<file path="src/rtl/pipelined_addsub.sv">
// -----------------------------------------------------------------------------
// pipelined_addsub
//   Carry-pipelined add/subtract unit with a valid/ready stream handshake.
//   The operands are split into STAGES segments of WIDTH/STAGES bits. Segment i
//   is summed in stage i using the carry registered by stage i-1. Operand bits
//   not yet summed and result bits already finished travel along with the beat.
//   Flags (carry/borrow, signed overflow, zero) are formed at the final stage.
//
//   Parameters
//     WIDTH   operand/result width (must be a multiple of STAGES)
//     STAGES  pipeline depth = number of carry segments (>= 1)
//
//   Ports
//     clk, rst              clock; synchronous active-high reset
//     in_valid/in_ready     operand beat handshake
//     in_a, in_b            operands
//     in_op                 1 = A + B + cbin, 0 = A - B - cbin
//     in_cbin               carry-in (add) / borrow-in (sub)
//     out_valid/out_ready   result beat handshake
//     out_result            result
//     out_cout              add: carry-out; sub: borrow-out
//     out_ovf               signed two's-complement overflow
//     out_zero              out_result == 0
//
//   Optional build macro
//     ADDSUB_SATURATE_EN    clamp the result to the signed extreme on overflow
// -----------------------------------------------------------------------------
module pipelined_addsub #(
   parameter int WIDTH  = 16,
   parameter int STAGES = 4
) (
   input  logic             clk,
   input  logic             rst,
   input  logic             in_valid,
   output logic             in_ready,
   input  logic [WIDTH-1:0] in_a,
   input  logic [WIDTH-1:0] in_b,
   input  logic             in_op,
   input  logic             in_cbin,
   output logic             out_valid,
   input  logic             out_ready,
   output logic [WIDTH-1:0] out_result,
   output logic             out_cout,
   output logic             out_ovf,
   output logic             out_zero
);

   localparam int SEG  = WIDTH / STAGES;
   localparam int LAST = STAGES - 1;

`ifdef ADDSUB_SATURATE_EN
   // Clamp toward the signed extreme on the side the overflow happened.
   // When both addends share a sign and overflow occurs, that sign tells
   // the direction: positive operands overflow upward, negative downward.
   function automatic logic signed [WIDTH-1:0] saturate(
      input logic signed [WIDTH-1:0] raw,
      input logic                    ovf,
      input logic                    a_neg
   );
      if (!ovf)
         return raw;
      else if (a_neg)
         return {1'b1, {(WIDTH-1){1'b0}}};
      else
         return {1'b0, {(WIDTH-1){1'b1}}};
   endfunction
`endif

   logic advance;

   // Pipeline registers, one entry per stage.
   logic [WIDTH-1:0] a_p   [STAGES];
   logic [WIDTH-1:0] bx_p  [STAGES];   // B (add) or ~B (sub)
   logic [WIDTH-1:0] res_p [STAGES];   // finished low segments
   logic             cy_p  [STAGES];   // carry out of the segment just summed
   logic             op_p  [STAGES];
   logic             vld_p [STAGES];

   // Values presented to each stage register.
   logic [WIDTH-1:0] a_s   [STAGES];
   logic [WIDTH-1:0] bx_s  [STAGES];
   logic [WIDTH-1:0] res_s [STAGES];
   logic             cy_s  [STAGES];
   logic             op_s  [STAGES];
   logic             vld_s [STAGES];
   logic [SEG:0]     sum_s [STAGES];

   logic [WIDTH-1:0] raw_fin;
   logic [WIDTH-1:0] res_fin;
   logic             ovf_fin;
   logic             cout_fin;

   // The whole pipe moves as one; a stalled output freezes every stage.
   assign advance  = !out_valid || out_ready;
   assign in_ready = advance;

   always_comb begin
      // Subtraction is A + ~B + !cbin, so borrow-in is folded into the carry-in.
      a_s[0]   = in_a;
      bx_s[0]  = in_op ? in_b : ~in_b;
      res_s[0] = '0;
      cy_s[0]  = in_op ? in_cbin : ~in_cbin;
      op_s[0]  = in_op;
      vld_s[0] = in_valid;
      for (int i = 1; i < STAGES; i++) begin
         a_s[i]   = a_p[i-1];
         bx_s[i]  = bx_p[i-1];
         res_s[i] = res_p[i-1];
         cy_s[i]  = cy_p[i-1];
         op_s[i]  = op_p[i-1];
         vld_s[i] = vld_p[i-1];
      end
      for (int i = 0; i < STAGES; i++) begin
         sum_s[i] = {1'b0, a_s[i][i*SEG +: SEG]} + {1'b0, bx_s[i][i*SEG +: SEG]}
                  + {{SEG{1'b0}}, cy_s[i]};
         res_s[i][i*SEG +: SEG] = sum_s[i][SEG-1:0];
      end
   end

   // ---- stage registers: control ----
   always_ff @(posedge clk) begin
      if (rst) begin
         for (int i = 0; i < STAGES; i++) vld_p[i] <= 1'b0;
      end else if (advance) begin
         for (int i = 0; i < STAGES; i++) vld_p[i] <= vld_s[i];
      end
   end

   // ---- stage registers: data ----
   always_ff @(posedge clk) begin
      if (advance) begin
         for (int i = 0; i < STAGES; i++) begin
            a_p[i]   <= a_s[i];
            bx_p[i]  <= bx_s[i];
            res_p[i] <= res_s[i];
            cy_p[i]  <= sum_s[i][SEG];
            op_p[i]  <= op_s[i];
         end
      end
   end

   // ---- final stage: flags and output ----
   assign raw_fin  = res_p[LAST];
   assign ovf_fin  = (a_p[LAST][WIDTH-1] == bx_p[LAST][WIDTH-1])
                  && (raw_fin[WIDTH-1] != a_p[LAST][WIDTH-1]);
   // The adder produces carry; for subtraction a missing carry means borrow.
   assign cout_fin = op_p[LAST] ? cy_p[LAST] : ~cy_p[LAST];

`ifdef ADDSUB_SATURATE_EN
   assign res_fin = saturate(raw_fin, ovf_fin, a_p[LAST][WIDTH-1]);
`else
   assign res_fin = raw_fin;
`endif

   // Data registers are not reset, so outputs are gated by the valid bit.
   assign out_valid  = vld_p[LAST];
   assign out_result = out_valid ? res_fin : '0;
   assign out_cout   = out_valid && cout_fin;
   assign out_ovf    = out_valid && ovf_fin;
   assign out_zero   = out_valid && (res_fin == '0);

endmodule

</file>
<file path="config.mk">
export PLATFORM = sky130hd
export DESIGN_NAME = pipelined_addsub
export DESIGN_NICKNAME = d
export VERILOG_FILES = /design/src/rtl/pipelined_addsub.sv
export SDC_FILE = /design/constraint.sdc
export NUM_CORES = 1
export LEC_CHECK = 0
export CAP_MARGIN = 10
export CORE_UTILIZATION = 58
export CTS_CLUSTER_DIAMETER = 100
export DETAILED_ROUTE_END_ITERATION = 8
export PLACE_DENSITY_LB_ADDON = 0.05
export SYNTH_ARGS = -nofsm -noshare
export SYNTH_HDL_FRONTEND = slang
export SYNTH_SLANG_ARGS = --single-unit
</file>
<file path="constraint.sdc">
create_clock -name clk -period 7.1 [get_ports clk]
set_input_delay 1.42 -clock clk [delete_from_list [all_inputs] [get_ports clk]]
set_output_delay 1.42 -clock clk [all_outputs]
set_load 0.01 [all_outputs]
</file>
# Word level (Yosys, flattened, before mapping)
# Memory sizes are Yosys's and may differ from the RTL's.
# Index checks and enable logic that the tools add are counted.
[word_totals]
ff_bits = 0
latch_bits = 0
ram_bits = 204
mem_bits_ro = 0
inputBits = 38
out_inout_bits = 21
elab_cells = 44
n_memories = 6
[op_classes]
add_sub_neg = 8
n_mul = 0
div = 0
n_lt_le_gt_ge = 0
eq_ne = 2
shift = 0
muxes = 14
n_bitwise = 7
n_reduce_logical = 7
[memory_table]
columns = ["memory", "depth", "word_bits", "read_ports", "rd_ports_with_merged_regs", "wr", "line_no", "source"]
rows = [
  ["a_p", 4, 16, 4, 0, 4, "72", "logic [WIDTH-1:0] a_p [STAGES];"],
  ["bx_p", 4, 16, 4, 0, 4, "73", "logic [WIDTH-1:0] bx_p [STAGES];"],
  ["res_p", 4, 16, 4, 0, 4, "74", "logic [WIDTH-1:0] res_p [STAGES];"],
  ["cy_p", 4, 1, 4, 0, 4, "75", "logic cy_p [STAGES];"],
  ["op_p", 4, 1, 4, 0, 4, "76", "logic op_p [STAGES];"],
  ["vld_p", 4, 1, 4, 0, 4, "77", "logic vld_p [STAGES];"],
]
[op_table]
columns = ["operator", "n"]
rows = [
  ["$mux 16", 2],
  ["$add 4x4->5", 4],
  ["$add 5x1->5", 4],
  ["$logic_not 16->1", 1],
  ["$not 16->16", 1],
  ["$mux 1", 12],
  ["$logic_and 1x1->1", 4],
  ["$or 1x1->1", 4],
  ["$not 1->1", 2],
  ["$eq 1x1->1", 1],
  ["$logic_not 1->1", 1],
  ["$logic_or 1x1->1", 1],
  ["$ne 1x1->1", 1],
]

# Logic depth before layout (Yosys ltp)
# An unclocked memory read counts as a cell.
[depth]
ltp_word = 7
depth_mapped = 7

# Least setup slack after synthesis
# OpenSTA, ideal clock, no wires.
[synth_path]
kind = "in2out"
from = "input out_ready"
to = "output in_ready"
arrival_ns = 3.891
t_required_ns = 5.680
slack_ns = 1.789
path_stages = 1
n_path_buf = 0
path_cell_list = "nand2b_1"
[synth_between]
elab_chain_len = 1
[synth_lines]
columns = ["item", "line_no", "source"]
rows = [
  ["start: declaration", "41", "input logic out_ready,"],
  ["$logic_or 1x1->1", "94", "assign advance = !out_valid || out_ready;"],
  ["end: declaration", "35", "output logic in_ready,"],
]
# Every way passes these cells.

# Worst setup path after layout
# Ends and elaborated chain as after synthesis.

==> run metrics <==
outcome=completed; initial drt markers=78; post-CTS setup buffer count=0; Initial DRT Pass Iterations=4; Core Util, Final=0.753; Synth top area share=0.765; Clock power frac=0.283; vias post-DR=~1800; part of the power in registers=0.624; hold slack=around 0.42 ns; # DRC=0; CP max stage delay=approximately 0.65 ns; initial antenna violation count=0; global-route wire length before repair=roughly 8.8 mm; origin of the worst setup path=out_ready; clock sinks=between 100 and 150; GRT Util Overall=0.167; Int Pwr=~1.1 mW; vias per cell=approximately 5; cts repair resizes=0; Critical Path Start Type=input port; I/O Buffers=58; Worst Setup EP=in_ready; Register Area=approximately 3100 µm²; TNS Setup=0 ns; Syn Nets=~270; CP Cell Sequence=clkdlybuf4s50_1, nand2b_4, clkdlybuf4s50_1; Reg2Reg Depth=2; Hold-fix buffers, CTS=0; share of cells above drive strength 1=0.0702; synthesized area=between 4000 and 5000 µm²; kind of end point of the critical path=primary output; Layout Nets=between 300 and 400; Post-Route WL=roughly 5.2 mm; worst path arrival time=3.00 ns; Clock Skew=roughly 0.013 ns; Final ANT Viol Nets=0; wire length per cell=14.4 µm; YS warnings=0; Gate power share=0.093; most frequent CP cell=clkdlybuf4s50_1; RSZ-0062 raised after global routing=no; Initial Utilization=0.616; Req. time, crit path=about 5.7 ns; die width=85.1 µm; Worst VDD drop=approximately 150 µV; Setup CP Type=input port to primary output; GR Overflow Total=0; Synth Instances=214; Final Slew Violations=0; hpwl dp=between 3 and 4 mm; Cell Count, Final, Fillers Out=approximately 360; Synth area leaders=edfxtp_1 (77%), xnor2_1 (4.2%), fa_1 (4.0%); Leakage=roughly 1.9 nW; slew at the pin closest to its max-slew limit=roughly 1.1 ns; Multi-input gate area=885 µm²; Power Dens Cells=278 nW/µm²; Ports=59; CTS H-Tree Depth=3; Root Driver=clkbuf_8; Reg2Reg Launch Point=vld_p[3]; Chip Height=85.1 µm; #FFs+latches synth=between 100 and 150; core box area=roughly 6500 µm²; largest net degree at the start of global routing=62; Worst Slack Setup Final=2.68 ns; pre-CTS setup slack=2.67 ns; Final setup viols=0; CTS buffer count=9; Worst Hold Class=flip-flop to flip-flop; Distinct cells, synth=25; P_sw=between 0.2 and 0.3 mW; fillers=around 400; min Tclk post-route=between 4 and 5 ns; Area Overhead vs Synth=22.2%; crit share post-route=0.623; GP Congestion=around 0.76; placed insts=around 350; f_max=between 200 and 250 MHz; worst skew pair latency=0.35 ns; vias in the first global route=between 1500 and 2000; Fin. Hold Viols=0; crit-path max FO=41; reg2reg end=res_p[0][2]; maxcap violations=0; CTS tree=done; Rel. slew slack=0.291; register-to-register setup slack=4.84 ns; clk buf depth=2; CP max-delay cell=clkdlybuf4s50_1; Sw Share=0.210; # diodes=0; num rows=29; largest area contributor in the netlist=edfxtp_1; Syn Area/Cell=18.7 µm²; sequential-to-total area share from yosys stat=0.765; die footprint=between 7000 and 8000 µm²; Worst-path clk slew=~0.09 ns
[cells in the mapped netlist, drive strengths merged]
cell      n
a21boi    1
a21o      8
a21oi     4
and2     21
buf       3
clkbuf    1
edfxtp  102
fa        8
ha       12
inv      10
nand2     2
nand2b    2
nand3b    1
nand4     1
nor2      1
nor2b     2
nor4      3
nor4b     1
o21ai     3
or2       1
or3b      1
xnor2    19
xor2      7
[sequential cells by signal (all words and copies together) (netlist names)]
| register | count |
|---|---|
| op_p | 4 |
| a_p | 25 |
| res_p | 40 |
| bx_p | 25 |
| vld_p | 4 |
| cy_p | 4 |
[per-stage QoR]
| step | power [mW] | area (µm²) |
|---|---|---|
| 4_1_cts | 1.38 | 4890 |
| 3_5_place_dp | 0.991 | 4670 |
| 6_report | 1.36 | 4890 |
| 5_1_grt | 1.42 | 4890 |
| 3_3_place_gp | 0.976 | 4670 |
| 2_1_floorplan | 0.924 | 4000 |
[kinds of logic (layout without fill, tap and decap cells)]
group,count (synthesis),after routing,share of synthesized area
AOI/OAI and AO/OA,16,16,0.0256
xor gates and xnor gates,26,26,0.0569
adders and majority gates,20,20,0.0775
buffers and inverters,14,85,0.0153
DFF,102,102,0.765
and+or+nand+nor,36,36,0.0591
[final cells by class]
cell class,count,area share
Multi-Input combinational cell,98,0.181
Clock buffer,9,0.0253
Clock inverter,7,0.0197
Timing Repair Buffer,59,0.120
Inverter,10,0.00768
Sequential cell,102,0.626
Tap cell,77,0.0197
[layer usage]
layer  part of all wire  up-vias  track usage
li1                   -      909            -
met3              0.045        8       0.0457
met5                  0        -            0
met2               0.51       56        0.282
met1               0.42      857        0.200
met4              0.018        0       0.0832
[critical path, delay by kind of cell]
family        cells  cell delay [ns]
buf+inv           2             1.11
simple gates      1             0.46
[power groups by stage]
stage | clock network (mW) | registers [mW] | logic [mW]
2_1_floorplan | 0 | 0.844 | 0.0801
3_3_place_gp | 0 | 0.856 | 0.120
3_5_place_dp | 0 | 0.864 | 0.128
4_1_cts | 0.399 | 0.850 | 0.129
5_1_grt | 0.417 | 0.861 | 0.144
6_report | 0.385 | 0.848 | 0.126
[layout by cell type, fill, tap and decap left out, types with 3 or more instances in the layout]
cell type          n
fa_1               8
a21o_1             8
ha_1              12
and2_1            21
clkbuf_8           9
xor2_1             7
clkdlybuf4s50_1   58
inv_1             10
xnor2_1           19
o21ai_1            3
edfxtp_1         102
a21oi_1            4
[how the worst min path moves through the flow]
stage / from / endpoint / slack, ns / cells after the start
after global routing: res_p[2][2] / res_p[3][2] / 0.43 / 0
after CTS: res_p[0][0] / res_p[1][0] / 0.42 / 0
after floorplan: a_p[0][10] / a_p[1][10] / 0.40 / 0
final: res_p[0][0] / res_p[1][0] / 0.42 / 0
after detailed placement: a_p[0][9] / a_p[1][9] / 0.40 / 0
after global placement: op_p[0] / op_p[1] / 0.40 / 0
Note: power is estimated with default switching activity, not from simulation.
